<file path="src/rtl/bit_4serializer_pkg.sv">
// bit_4serializer_pkg: FSM state encoding, default word width and beat-counter width helper
package bit_4serializer_pkg;
  typedef enum logic {IDLE = 1'b0, SHIFT = 1'b1} state_e;
  localparam int DEFAULT_WIDTH = 4;
  function automatic int cnt_w(input int w);
    return (w > 1) ? $clog2(w) : 1;
  endfunction
endpackage

</file>
<file path="src/rtl/bit_4serializer_shift_stage.sv">
// bit_4serializer_shift_stage: one sreg bit (clk, rst, load_i+d_i parallel load, shift_i+nb_i neighbour shift, q_o bit), load beats shift beats hold
module bit_4serializer_shift_stage (
  input  logic clk,
  input  logic rst,
  input  logic load_i,
  input  logic shift_i,
  input  logic d_i,
  input  logic nb_i,
  output logic q_o
);
  logic q_q, q_d;
  always_comb q_d = load_i ? d_i : shift_i ? nb_i : q_q;
  always_ff @(posedge clk) q_q <= rst ? 1'b0 : q_d;
  assign q_o = q_q;
endmodule

</file>
<file path="src/rtl/bit_4serializer.sv">
// bit_4serializer: PISO with load handshake (load, D, in_ready) and serial valid/ready link (sout, sout_valid, sout_last, sout_ready)
module bit_4serializer
  import bit_4serializer_pkg::*;
#(
  parameter int WIDTH     = DEFAULT_WIDTH,
  parameter bit MSB_FIRST = 1'b1
) (
  input  logic             clk,
  input  logic             rst,
  input  logic             load,
  input  logic [WIDTH-1:0] D,
  output logic             in_ready,
  output logic             sout,
  output logic             sout_valid,
  output logic             sout_last,
  input  logic             sout_ready
);
  localparam int CW = cnt_w(WIDTH);
  state_e           state_q, state_d;
  logic [CW-1:0]    cnt_q, cnt_d;
  logic [WIDTH-1:0] sreg_q, nb;
  logic             beat, last, ld;
  always_comb begin
    last     = cnt_q == CW'(WIDTH - 1);
    beat     = state_q == SHIFT && sout_ready;
    in_ready = !rst && (state_q == IDLE || (beat && last));
    ld       = load && in_ready;
    state_d  = ld ? SHIFT : (beat && last) ? IDLE : state_q;
    cnt_d    = ld ? '0 : beat ? cnt_q + CW'(1) : cnt_q;
    nb       = MSB_FIRST ? {sreg_q[WIDTH-2:0], 1'b0} : {1'b0, sreg_q[WIDTH-1:1]};
  end
  always_ff @(posedge clk) begin
    state_q <= rst ? IDLE : state_d;
    cnt_q   <= rst ? '0 : cnt_d;
  end
  for (genvar i = 0; i < WIDTH; i++) begin : g_stage
    bit_4serializer_shift_stage u_stage (
      .clk    (clk),
      .rst    (rst),
      .load_i (ld),
      .shift_i(beat),
      .d_i    (D[i]),
      .nb_i   (nb[i]),
      .q_o    (sreg_q[i])
    );
  end
  assign sout_valid = state_q == SHIFT;
  assign sout       = sout_valid && (MSB_FIRST ? sreg_q[WIDTH-1] : sreg_q[0]);
  assign sout_last  = sout_valid && last;
endmodule

</file>
<file path="config.mk">
export PLATFORM = sky130hd
export DESIGN_NAME = bit_4serializer
export DESIGN_NICKNAME = d
export VERILOG_FILES = /design/src/rtl/bit_4serializer_pkg.sv /design/src/rtl/bit_4serializer_shift_stage.sv /design/src/rtl/bit_4serializer.sv
export SDC_FILE = /design/constraint.sdc
export NUM_CORES = 1
export LEC_CHECK = 0
export CAP_MARGIN = 20
export CORE_AREA = 2 2 39 41
export DETAILED_ROUTE_END_ITERATION = 7
export DIE_AREA = 0 0 41 43
export GPL_ROUTABILITY_DRIVEN = 0
export PLACE_DENSITY = 0.54
export SYNTH_ARGS = -nofsm -noshare
export SYNTH_HDL_FRONTEND = slang
export SYNTH_SLANG_ARGS = --single-unit
</file>
<file path="constraint.sdc">
create_clock -name clk -period 2.3 [get_ports clk]
set_input_delay 0.69 -clock clk [delete_from_list [all_inputs] [get_ports clk]]
set_output_delay 0.69 -clock clk [all_outputs]
set_load 0.02 [all_outputs]
</file>
# Yosys cells after proc, flatten, opt, wreduce, memory -nomap -nowiden
# Cells that the tools add are included.
# totals
regBits	7
input_bits	8
output_inout_bits	4
wordCells	30
# classes
n_addsub	1
n_eq_ne	1
n_mux	10
bitwise_logic	1
reduce_logical	11
# op_table
op	n
1-bit 2-to-1 mux	10
1-bit logical AND	6
2-bit nonzero test	2
2-bit by 1-bit adder with 2-bit output, second input constant	1
2-bit == test, second input constant	1
2-bit OR reduction	1
1-bit logical NOT	1
1-bit logical OR	1
1-bit inverter	1

# Longest topological paths before layout
# Gate-level depths: netlist of the first run.
# depth
ltp_word	6
mapped_depth	4
mapped_depth_nobuf	4

# Hierarchy
# Synthesis of the first run repeated with hierarchy kept, for this count alone.
# hier_totals
hier_cells	40
area_unflattened_um2	394.1
# by_module_without_submodules
mod	n_inst	cells_each	area_each_um2	seq_area_each_um2
bit_4serializer_shift_stage	4	5	52.6	20.0
bit_4serializer	1	20	183.9	60.1

# Least setup slack after synthesis of the first run
# OpenSTA, ideal clock, no wires.
# synth_timing
kind	input -> output
from	input port rst
to	output port in_ready
t_arrival_ps	1156
required_ps	1610
setup_slack_ps	454
stages	2
path_buffers	1
path_cell_list	buf_1 > nor2_1
# synth_between
elab_chain_cells	2
# synth_rtl
element	line_no	rtl
from (decl)	bit_4serializer.sv:9	input logic rst,
1-bit logical NOT	bit_4serializer.sv:26	in_ready = !rst && (state_q == IDLE || (beat && last));
1-bit logical AND	bit_4serializer.sv:26	
to (decl)	bit_4serializer.sv:12	output logic in_ready,
# Every way passes these cells.

# Worst setup path after layout of the first run
# layout_timing
from	input port sout_ready
to	output port in_ready
# layout_between
elab_chain_cells	4
# layout_rtl
element	line_no	rtl
from (decl)	bit_4serializer.sv:16	input logic sout_ready
1-bit logical AND	bit_4serializer.sv:25	beat = state_q == SHIFT && sout_ready;
1-bit logical AND	bit_4serializer.sv:26	
1-bit logical OR	bit_4serializer.sv:26	
1-bit logical AND	bit_4serializer.sv:26	
# Every way passes these cells.

==> flow_summary.toml, run 1 <==
[timing]
slew_viol_final = 0
tightest_slew_ns = 0.304
hold_viol_final = 0
fmax_mhz = 454
post-route-min-period_ns = 2.20
fin_ws_ns = 0.0989
skew_ns = 0.00150
rsz0062_at_grt = "no"
slew_headroom_pct = 79.7
period_share_pct = 95.7
finalSetupViolCount = 0
whs_ns = 0.489

[synth]
synthesis.instances = 37
synthesis.area_um2 = 353
synth_seq_cells = 7
synth_cell_types = 17
synth_nets = 46
seq_area_frac_synth_pct = 39.7
postSynthAreaPerCell_um2 = 9.54
ys_warn_count = 0

[job]
maxCapViolCount = 0

[global_routing]
grt_max_degree = 8
grt-busiest-layer = "met2"
use_met1_pct = 14.6
met2_usage_pct = 15.0
grt_pass1_wl_um = 1250
grtUsageMet3_pct = 3.14
first_global_vias = 289
grt_usage_pct = 10.9
overflow = 0
antenna_found_initial = 0

[worst_setup_path]
worstPathArrival_ns = 1.51
critPathLaunchType = "input port"
timing.critical_path.to_type = "primary output"
path_class = "in2out"
crit_fanout = 2
cp_data_required_time_ns = 1.61

[clocking]
clk_latency_ns = 0.25
cts_buffers = 3
cts_root_buf = "clkbuf_4"
path_clk_slew_ns = 0.05
h-tree-depth = 1
cts_sinks = 7
cts_hold_buf = 0
clockBufferDepth = 2
post_cts_buffers = 0
cts_tree = "built"

[routing]
totalWireLength_um = 809
dr.pass1.iters = 4
drt_iter0_markers = 15
vias = 350
vias_per_cell = 5.00
detail_route.wl_per_cell_um = 11.6
drc = 0
ant_nets = 0

[status]
status = "finished, final reports clean"

[cells_and_area]
multi_input_area_um2 = 201
fill_cells = 147
seq_area_um2 = 140
nets = 64
layout-drive-gt1-share_pct = 27.8
area_growth_pct = 50.0
antenna_cells = 0

[power_and_ir_drop]
ir_worst_vdd_v = 0.000272
p_leak_nw = 0.252
p_per_area_mw_per_mm2 = 573
finalPower_w = 0.000303

[floorplan]
core.rowCount = 14
dieArea_mm2 = 0.00176
start_util_pct = 25.5
die_h_um = 43
dieWidth_um = 41
pin_count = 12
core_mm2 = 0.00138

[hold_path]
hold_path_class = "reg2reg"

[placement]
dp_hpwl_um = 550
dp_slack_ns = -0.428
port_buffers = 11
-- synthesized netlist by cell type --
cell	instances	area share, %
a211oi_1	3	6.4
a21bo_4	1	4.6
a21boi_0	1	2.1
a221oi_1	3	7.4
a32oi_1	1	2.5
and2_2	2	4.3
and2_4	1	2.5
and3_2	3	6.4
buf_1	1	1.1
dfxtp_1	7	40
ha_1	1	3.5
inv_1	3	3.2
mux2i_1	2	5.7
nand2_1	1	1.1
nor2_1	4	4.3
nor3_1	2	2.8
xor2_1	1	2.5
-- per-layer routing --
layer	routed length, um	up-vias	share of wire (%)
li1	-	172	-
met1	376	164	46
met2	381	10	47
met3	34	4	4.2
met4	17	0	2.1
met5	0	-	0
-- sequential cells by signal (all words and copies together), names as in the netlist --
name / flops
sout_valid: 1
cnt_q: 2
g_stage.u_stage.q_o: 4
-- layout by cell type, fill, tap and decap left out, types with 2 or more instances in the layout --
cell type and count:
inv_1 3, and3_2 3, a221oi_1 3, dfxtp_1 7, and2_2 2, nor3_1 2
mux2i_1 2, clkbuf_4 3, a211oi_1 3, nor2_1 4, clkdlybuf4s50_1 9, buf_4 3
-- what timing repair did --
item                                   CTS  global route
setup endpoints to repair                1             1
endpoints found under the hold margin    0             0
gates resized for setup                  6             1
pin swaps                                1             0
gates cloned                             0             0
-- final cells by class --
class,instances,share of cell area [%]
inverter,3,2.13
sequential,7,26.5
clock buffer,4,4.96
multi-input combinational,26,38.1
timing repair buffer,14,24.6
tap,16,3.78
-- path summary, 6_finish.rpt --
kind | slack [ns] | from | endpoint | cells past startpoint
setup / recovery | 0.1 | sout_ready | in_ready | 4
hold / removal | 0.49 | g_stage[0].u_stage.q_o | g_stage[0].u_stage.q_o | 2
setup reg to reg | 0.92 | cnt_q[0] | g_stage[2].u_stage.q_o | 4
hold reg to reg | 0.49 | g_stage[0].u_stage.q_o | g_stage[0].u_stage.q_o | 2
-- logic make-up after synthesis --
logic type | Yosys count | synth area share [%]
adder cells (fa/ha/maj) | 1 | 3.55
flip-flops | 7 | 39.7
AO/OA/AOI/OAI | 9 | 23.1
XOR/XNOR | 1 | 2.48
buffers and inverters | 4 | 4.25
multiplexers | 2 | 5.67
AND/OR/NAND/NOR | 13 | 21.3
-- per-stage QoR --
step	utilization (%)	setup TNS (ns)	cells	instance area, um2
6_report	38.2	0	70	529
5_1_grt	38.2	0	70	529
4_1_cts	38.1	0	70	527
3_5_place_dp	36.3	-0.428	66	502
3_3_place_gp	36.3	-0.426	66	502
2_1_floorplan	-	0	37	353
-- where the power goes --
part | leakage (nW) | switching [W] | internal, W
logic | 0.179 | 0.0000261 | 0.0000342
clock network | 0.0150 | 0.0000429 | 0.0000660
registers | 0.0576 | 0.00000478 | 0.000129
total | 0.252 | 0.0000738 | 0.000229
-- critical path: stages --
cell and delay (ns):
clkdlybuf4s50_1 0.43, a21boi_2 0.18, nor2_1 0.06, buf_2 0.15
Power figures use the tool's default switching activity.
==> run 2: changes to the inputs <==
Settings changed: GPL_TIMING_DRIVEN set to 0.
==> run 2 against run 1 <==
  * Clock-buffer cell count unchanged
  * Total power down 1.1%
  * Maximum frequency about the same
  * Clock skew about the same
  * Cell count down 4.3%
  * Sequential power about the same
  * Register-to-register slack better by 0.07 ns
  * Non-clock buffer count down 3
  * Via count down 6.9%
  * Worst hold slack worse by 0.0026 ns
  * Sequential share of layout area up 1.6 points
==> flow_summary.toml, run 2 (synthesis gave the netlist of run 1 again) <==
[placement]
place_area_um2 = 473
dp_slack_ns = -0.549
dpl.cell_count = 63
port_buffers = 10
dp_hpwl_um = 516

[cells_and_area]
layout_common_cells = "dfxtp_1 (7), clkdlybuf4s50_1 (7), nor2_1 (4)"
nets = 61
fin_cells = 67
layout-drive-gt1-share_pct = 23.5
largest_reg_flops = 4
antenna_cells = 0
final_core_util_pct = 36.1
fin_area_um2 = 499
area_growth_pct = 41.5

[global_routing]
grtUsageMet3_pct = 1.57
overflow = 0
grt_max_degree = 11
antenna_found_initial = 0
use_met1_pct = 13.6
first_global_vias = 278
grt-busiest-layer = "met1"
grt_usage_pct = 9.46
grt_pass1_wl_um = 1080
met2_usage_pct = 10.6

[worst_setup_path]
path_class = "reg2out"
cp_data_required_time_ns = 1.61
timing.critical_path.to_type = "primary output"
worstPathArrival_ns = 1.51
critPathLaunchType = "flip-flop"
crit_fanout = 10

[routing]
vias = 326
drt_iter0_markers = 10
ant_nets = 0
dr.pass1.iters = 5
vias_per_cell = 4.87
drc = 0
totalWireLength_um = 708
detail_route.wl_per_cell_um = 10.6

[floorplan]
pin_count = 12
die_h_um = 43
core.rowCount = 14
dieWidth_um = 41
core_mm2 = 0.00138
start_util_pct = 25.5
dieArea_mm2 = 0.00176

[timing]
hold_viol_final = 0
slew_viol_final = 0
post-route-min-period_ns = 2.20
fin_ws_ns = 0.0986
fmax_mhz = 454
slew_headroom_pct = 77.4
period_share_pct = 95.7
finalSetupViolCount = 0
skew_ns = 0.00178
rsz0062_at_grt = "no"
tightest_slew_ns = 0.338

[power_and_ir_drop]
finalPower_w = 0.000300
p_leak_nw = 0.237
ir_worst_vdd_v = 0.000229
p_per_area_mw_per_mm2 = 601

[clocking]
clockBufferDepth = 2
cts_root_buf = "clkbuf_4"
cts_hold_buf = 0
cts_tree = "built"
cts_buffers = 3
cts_sinks = 7
clk_latency_ns = 0.25
post_cts_buffers = 0
h-tree-depth = 1
path_clk_slew_ns = 0.05

[job]
maxCapViolCount = 0

[status]
status = "finished, final reports clean"

[hold_path]
hold_path_class = "reg2reg"
run 2: through the flow:
stage	hold slack [ns]	setup TNS, ns
6_report	0.487	0
5_1_grt	0.505	0
4_1_cts	0.483	0
3_5_place_dp	0.467	-0.549
3_3_place_gp	0.457	-0.554
2_1_floorplan	0.445	0
run 2: worst max-delay path, cell delays in order (launching register included):
cell	delay [ns]
dfxtp_1	0.48
and2_2	0.20
clkdlybuf4s50_1	0.59
run 2: repair_timing:
action                     CTS  global route
setup endpoints to repair    1             2
pin swaps                    0             0
gates resized for setup      4             3
run 2: path summary, 6_finish.rpt:
kind                            end  cells past startpoint                   start  slack (ns)
min reg2reg  g_stage[0].u_stage.q_o                      2  g_stage[0].u_stage.q_o        0.49
max                            sout                      2              sout_valid         0.1
min          g_stage[0].u_stage.q_o                      2  g_stage[0].u_stage.q_o        0.49
max reg2reg  g_stage[2].u_stage.q_o                      4                cnt_q[0]        0.99
run 2: area by class of cell:
cell class / count / area, um2
Tap cell: 16 / 20.0
Inverter: 3 / 11.3
Sequential cell: 7 / 140
Timing Repair Buffer: 10 / 96.3
Fill cell: 144 / 885
Buffer: 1 / 3.75
Multi-Input combinational cell: 26 / 201
Clock buffer: 4 / 26.3
run 2: power breakdown:
part | leakage [nW] | switching (W) | internal [W]
combinational | 0.164 | 0.0000233 | 0.0000287
sequential | 0.0576 | 0.00000566 | 0.000129
clock | 0.0150 | 0.0000469 | 0.0000663
run 2: metal layers:
metal  part of all wire, %  up-vias  routed length (um)
li1                      -      166                   -
met1                    47      143                 335
met2                    45       15                 317
met3                   5.6        2                  40
met4                   2.0        0                  14
met5                     0        -                   0
==> run 3: changes to the inputs <==
Settings changed: GPL_ROUTABILITY_DRIVEN 0 to unset.
==> results of run 3 <==
The final DEF is identical to that of run 2; final timing and power are the same.
